===== config.mk =====
export PLATFORM = sky130hd
export DESIGN_NAME = bist_march_ctrl
export DESIGN_NICKNAME = d
export VERILOG_FILES = /design/src/rtl/bist_pkg.sv /design/src/rtl/bist_addr_cnt.sv /design/src/rtl/bist_march_ctrl.sv
export SDC_FILE = /design/constraint.sdc
export NUM_CORES = 1
export LEC_CHECK = 0
export ABC_AREA = 1
export BUFFER_PORTS_ARGS = -buffer_cell sky130_fd_sc_hd__buf_2
export CORE_MARGIN = 8
export CORE_UTILIZATION = 58
export DETAILED_ROUTE_END_ITERATION = 6
export PLACE_DENSITY_LB_ADDON = 0.25
export SETUP_SLACK_MARGIN = 0.2
export SYNTH_ARGS = -nofsm -noshare
export SYNTH_HDL_FRONTEND = slang
export SYNTH_SLANG_ARGS = --single-unit

===== constraint.sdc =====
create_clock -name clk -period 4.22 [get_ports clk]
set_clock_uncertainty 0.1 [all_clocks]
set_input_delay 0.844 -clock clk [delete_from_list [all_inputs] [get_ports clk]]
set_output_delay 0.844 -clock clk [all_outputs]
set_load 0.02 [all_outputs]

===== src/rtl/bist_pkg.sv =====
// bist_pkg: shared types for the March C- BIST controller.
// State encoding, element indices and the per-element descriptor table.
package bist_pkg;

  typedef enum logic [1:0] {
    IDLE,
    RUN_A,
    RUN_B,
    DONE
  } state_t;

  localparam logic [2:0] M0 = 3'd0;
  localparam logic [2:0] M1 = 3'd1;
  localparam logic [2:0] M2 = 3'd2;
  localparam logic [2:0] M3 = 3'd3;
  localparam logic [2:0] M4 = 3'd4;
  localparam logic [2:0] M5 = 3'd5;

  typedef struct packed {
    logic down;
    logic rd_val;
    logic wr_val;
    logic has_read;
    logic has_write;
  } elem_desc_t;

  // Fields: down, rd_val, wr_val, has_read, has_write
  function automatic elem_desc_t elem_desc(
    input logic [2:0] e
  );
    elem_desc_t d;
    d = '0;
    unique case (e)
      M0: d = '{1'b0, 1'b0, 1'b0, 1'b0, 1'b1};
      M1: d = '{1'b0, 1'b0, 1'b1, 1'b1, 1'b1};
      M2: d = '{1'b0, 1'b1, 1'b0, 1'b1, 1'b1};
      M3: d = '{1'b1, 1'b0, 1'b1, 1'b1, 1'b1};
      M4: d = '{1'b1, 1'b1, 1'b0, 1'b1, 1'b1};
      M5: d = '{1'b0, 1'b0, 1'b0, 1'b1, 1'b0};
      default: d = '0;
    endcase
    return d;
  endfunction

endpackage


===== src/rtl/bist_addr_cnt.sv =====
// bist_addr_cnt: up/down address counter with clear, preset-to-max,
// enable and terminal-count carry (carry = en at 0 (down) / max (up)).
module bist_addr_cnt #(
  parameter int ADDR_W = 4
) (
  input  logic              clk,
  input  logic              rst,
  input  logic              clr,
  input  logic              preset,
  input  logic              en,
  input  logic              down,
  output logic [ADDR_W-1:0] cnt,
  output logic              carry
);

  assign carry = en &
    (down ? (cnt == '0) : (cnt == '1));

  always_ff @(posedge clk or negedge rst) begin
    if (!rst) begin
      cnt <= '0;
    end else if (clr) begin
      cnt <= '0;
    end else if (preset) begin
      cnt <= '1;
    end else if (en) begin
      cnt <= down ? cnt - 1'b1 : cnt + 1'b1;
    end
  end

endmodule


===== src/rtl/bist_march_ctrl.sv =====
// bist_march_ctrl: March C- BIST controller for one sync single-port RAM.
// Ports: clk, rst (async active-low), start, mem_* RAM side, busy/done,
// fail, fail_addr, fail_elem; err_cnt exists only with BIST_DIAG_EN,
// which also makes a run continue past mismatches.
module bist_march_ctrl
  import bist_pkg::*;
#(
  parameter int ADDR_W = 4,
  parameter int DATA_W = 8,
  parameter int ERR_W  = 8
) (
  input  logic              clk,
  input  logic              rst,
  input  logic              start,
  input  logic [DATA_W-1:0] mem_rdata,
  output logic [ADDR_W-1:0] mem_addr,
  output logic [DATA_W-1:0] mem_wdata,
  output logic              mem_we,
  output logic              mem_re,
  output logic              busy,
  output logic              done,
  output logic              fail,
  output logic [ADDR_W-1:0] fail_addr,
  output logic [2:0]        fail_elem
`ifdef BIST_DIAG_EN
  ,
  output logic [ERR_W-1:0]  err_cnt
`endif
);

  state_t      state;
  logic [2:0]  elem;
  logic        go;
  logic        launch;
  elem_desc_t  desc;
  logic [DATA_W-1:0] exp_data;
  logic        step;
  logic        miss;
  logic        abort;
  logic        elem_end;
  logic        nxt_down;
  logic        cnt_clr;
  logic        cnt_preset;
  logic        cnt_en;
  logic        idle_like;

  assign idle_like = (state == IDLE) ||
                     (state == DONE);

  // start is captured one edge before the run begins, so the first
  // memory op lands one cycle after the sampling edge.
  assign launch = go && idle_like;

  always_ff @(posedge clk or negedge rst) begin
    if (!rst) begin
      go <= 1'b0;
    end else begin
      go <= start && idle_like && !go;
    end
  end

  always_comb begin
    desc      = elem_desc(elem);
    exp_data  = {DATA_W{desc.rd_val}};
    mem_re    = (state == RUN_A) && desc.has_read;
    mem_we    = ((state == RUN_A) && !desc.has_read) ||
                ((state == RUN_B) && desc.has_write);
    mem_wdata = mem_we ? {DATA_W{desc.wr_val}} : '0;
    step      = ((state == RUN_A) && !desc.has_read) ||
                (state == RUN_B);
    miss      = (state == RUN_B) &&
                (mem_rdata != exp_data);
    nxt_down  = elem_desc(elem + 3'd1).down;
  end

`ifdef BIST_DIAG_EN
  assign abort = 1'b0;
`else
  assign abort = miss;
`endif

  assign cnt_en     = step && !abort;
  assign cnt_clr    = launch || (elem_end && !nxt_down);
  assign cnt_preset = elem_end && nxt_down;

  bist_addr_cnt #(
    .ADDR_W (ADDR_W)
  ) u_addr_cnt (
    .clk    (clk),
    .rst    (rst),
    .clr    (cnt_clr),
    .preset (cnt_preset),
    .en     (cnt_en),
    .down   (desc.down),
    .cnt    (mem_addr),
    .carry  (elem_end)
  );

  always_ff @(posedge clk or negedge rst) begin
    if (!rst) begin
      state     <= IDLE;
      elem      <= M0;
      fail      <= 1'b0;
      fail_addr <= '0;
      fail_elem <= '0;
    end else begin
      unique case (state)
        IDLE, DONE: begin
          if (launch) begin
            state     <= RUN_A;
            elem      <= M0;
            fail      <= 1'b0;
            fail_addr <= '0;
            fail_elem <= '0;
          end
        end
        RUN_A: begin
          if (desc.has_read) begin
            state <= RUN_B;
          end else if (elem_end) begin
            elem <= elem + 3'd1;
          end
        end
        RUN_B: begin
          if (abort) begin
            state <= DONE;
          end else if (elem_end) begin
            if (elem == M5) begin
              state <= DONE;
            end else begin
              elem  <= elem + 3'd1;
              state <= RUN_A;
            end
          end else begin
            state <= RUN_A;
          end
        end
        default: state <= IDLE;
      endcase
      if (miss && !fail) begin
        fail      <= 1'b1;
        fail_addr <= mem_addr;
        fail_elem <= elem;
      end
    end
  end

`ifdef BIST_DIAG_EN
  always_ff @(posedge clk or negedge rst) begin
    if (!rst) begin
      err_cnt <= '0;
    end else if (launch) begin
      err_cnt <= '0;
    end else if (miss && (err_cnt != '1)) begin
      err_cnt <= err_cnt + 1'b1;
    end
  end
`endif

  assign busy = (state == RUN_A) ||
                (state == RUN_B);
  assign done = (state == DONE);

endmodule

==> impl_metrics.tcl <==
set metrics [dict create \
    status "complete, no violations" \
    max_freq_mhz 312 \
    yosysTopAreaCell "dfrtp_1" \
    dieArea_um2 4520 \
    synthArstFlopShare_pct 100 \
    comb_power_share_pct 69.2 \
    drive_gt1_share_pct 32.3 \
    viasPerCell 5.11 \
    vdd_ir_drop_max_mv 0.616 \
    ys_top_cells_by_count "nand2_1, inv_1, nor2_1" \
    p_int_w 0.000620 \
    rows 18 \
    grt_pass1_wl_um 5560 \
    critPathKind "flip-flop to primary output" \
    grt-ovfl-total 0 \
    syn_to_final_growth_pct 11.5 \
    syn_avg_cell_area_um2 7.85 \
    routed_wl_um 3210 \
    crit_start "elem[1]" \
    p_switching_w 0.000756 \
    die_w_um 67.2 \
    pwr-share-clk_pct 7.5 \
    wl_met2_um 1820 \
    synth_top_cell_area_share_pct 29.6 \
    cts.sinks 18 \
    synth_most_common_cell "nand2_1" \
    drtIter0Drc 45 \
    maxUsedRoutingLayer "met4" \
    grt_use_total_pct 15.3 \
    period_minus_slack_ns 3.20 \
    ys_warn_count 0 \
    ys_seq_area_share_pct 29.6 \
    dpl_cell_area_um2 1660 \
    r2r_start "elem[1]" \
    powerDensity_nw_per_um2 810 \
    power.leakage_nw 0.990 \
    cts_hold_buf 0 \
    timing.rr.end "u_addr_cnt.cnt[3]" \
    cts_tree "built" \
    worst_slew_pin_slew_ns 0.418 \
    power_frac_seq_pct 23.3 \
    route.met3.wl_um 152 \
    via_count 1292 \
    slew_headroom_pct 72.1 \
    grt_max_degree 19 \
    synthDistinctLibCells 29 \
    maxCapViolations 0 \
    hpwlAfterDp_um 2750 \
    cp-start-kind "flip-flop" \
    ant_nets 0 \
    ys.flop_type "dfrtp_1" \
    drc 0 \
    netSwitchingFraction_pct 54.9 \
    syn_nets 221 \
    hold_class "input pin to async pin" \
    dr.pass1.iters 5 \
    antenna_found_initial 0 \
    insertion_delay_ns 0.29 \
    final_area_um2 1700 \
    cp_data_required_time_ns 3.28 \
    cts_root_buffer "clkbuf_4" \
    postCtsSetupRepairBufs 0 \
    netlist_area_um2 1520 \
    cts_buffers 3 \
    hold_viol 0 \
    clkSlewWorstSetupHoldPaths_ns 0.10 \
    rsz0062_at_grt "false" \
    core_area_um2 2480 \
    initial_core_util_pct 61.5 \
    maxSlewViolCount 0 \
    io_pins 35 \
    r2r_cells 15 \
    port-buffer-count 34 \
    cts_max_path_buffers 2 \
    place_congestion 0.849 \
    endpoint_kind "primary output" \
    h-tree-depth 1 \
    die_y_um 67.2 \
    grt_pass1_vias 1243 \
    n_antenna_cell 0 \
    setup_viol 0 \
    finalCritPeriodShare_pct 75.9 \
    arrival_ns 2.26 \
    synthCells 194 \
    crit_end "mem_wdata[7]" \
    wire_per_inst_um 12.7 \
    r2r_slack_ns 1.89 \
    path_max_fanout 8 \
    met1_length_um 1220 \
    ys_top_cells_by_area "dfrtp_1, ha_1, nand2_1" \
    fin_nets 251 \
    setup_tns_ns 0 \
    ctsResizeCount 0 \
    synth_seq_cells 18 \
    synth_edf_count 0 \
]
==> per-layer routing <==
metal / vias to the layer above / track usage (%)
met5: - / 0
met4: 0 / 1.57
met3: 4 / 3.64
met2: 25 / 30.1
met1: 600 / 16.6
li1: 663 / -
==> per-stage QoR <==
stage / hold slack (ns) / std cells / worst slack [ns] / util [%] / total power [W]
floorplan: 0.315 / 194 / 1.06 / - / 0.00108
global placement: 0.357 / 249 / 1.45 / 67.1 / 0.00126
detailed placement: 0.359 / 249 / 1.33 / 67.1 / 0.00129
CTS: 0.373 / 253 / 0.994 / 68.5 / 0.00140
global route: 0.382 / 253 / 0.727 / 68.5 / 0.00151
finish: 0.368 / 253 / 1.02 / 68.5 / 0.00138
==> logic make-up after synthesis <==
group,after synthesis,share of synthesized area [%]
compound gates,20,10.8
xor+xnor,1,0.575
fa+ha+maj,16,13.6
buf+inv,39,12.1
flops,18,29.6
simple gates,100,33.4
==> placed cells by master (no fill, tap or decap), types with 3 or more instances in the layout <==
cell       n
buf_2     34
o21ai_0    3
nor2_1    21
nand3_2    3
nand2_1   42
inv_1     24
nand2_4    7
o21ai_2    9
nand3_1   19
ha_1      15
inv_2      5
dfrtp_1   18
clkbuf_4   3
==> sequential cells by signal (all words and copies together) (netlist names) <==
register,count
fail,1
fail_addr,4
elem,3
go,1
u_addr_cnt.cnt,4
fail_elem,3
state,2
==> power by group through the flow <==
stage          logic [W]  registers, W  clock network [W]
2_1_floorplan   0.000713      0.000370                  0
3_3_place_gp    0.000940      0.000316                  0
3_5_place_dp    0.000963      0.000325                  0
4_1_cts         0.000967      0.000321           0.000108
5_1_grt          0.00107      0.000332           0.000116
6_report        0.000952      0.000320           0.000104
==> final cells by class <==
| cell class | count | area, µm² |
|---|---|---|
| Timing Repair Buffer | 34 | 170 |
| Sequential cell | 18 | 450 |
| Multi-Input combinational cell | 137 | 888 |
| Inverter | 30 | 115 |
| Tap cell | 30 | 37.5 |
| Clock buffer | 4 | 36.3 |
| Fill cell | 222 | 779 |
==> worst min path at each step <==
stage	slack, ns	from	cells past startpoint	endpoint
after floorplan	0.31	go	1	go
after global placement	0.36	go	1	go
after detailed placement	0.36	go	1	go
after CTS	0.37	go	1	go
after global routing	0.38	go	1	go
final	0.37	rst	1	u_addr_cnt.cnt[1]
==> worst max-delay path, stage by stage, from the launching register on <==
cell	delay, ns
dfrtp_1	0.49
inv_1	0.15
ha_1	0.32
inv_2	0.05
nand2_1	0.06
nor2_1	0.13
inv_1	0.09
o21ai_1	0.10
nand2_1	0.06
nor2_1	0.28
buf_2	0.24
No activity file was read; power rests on OpenSTA's default activity.
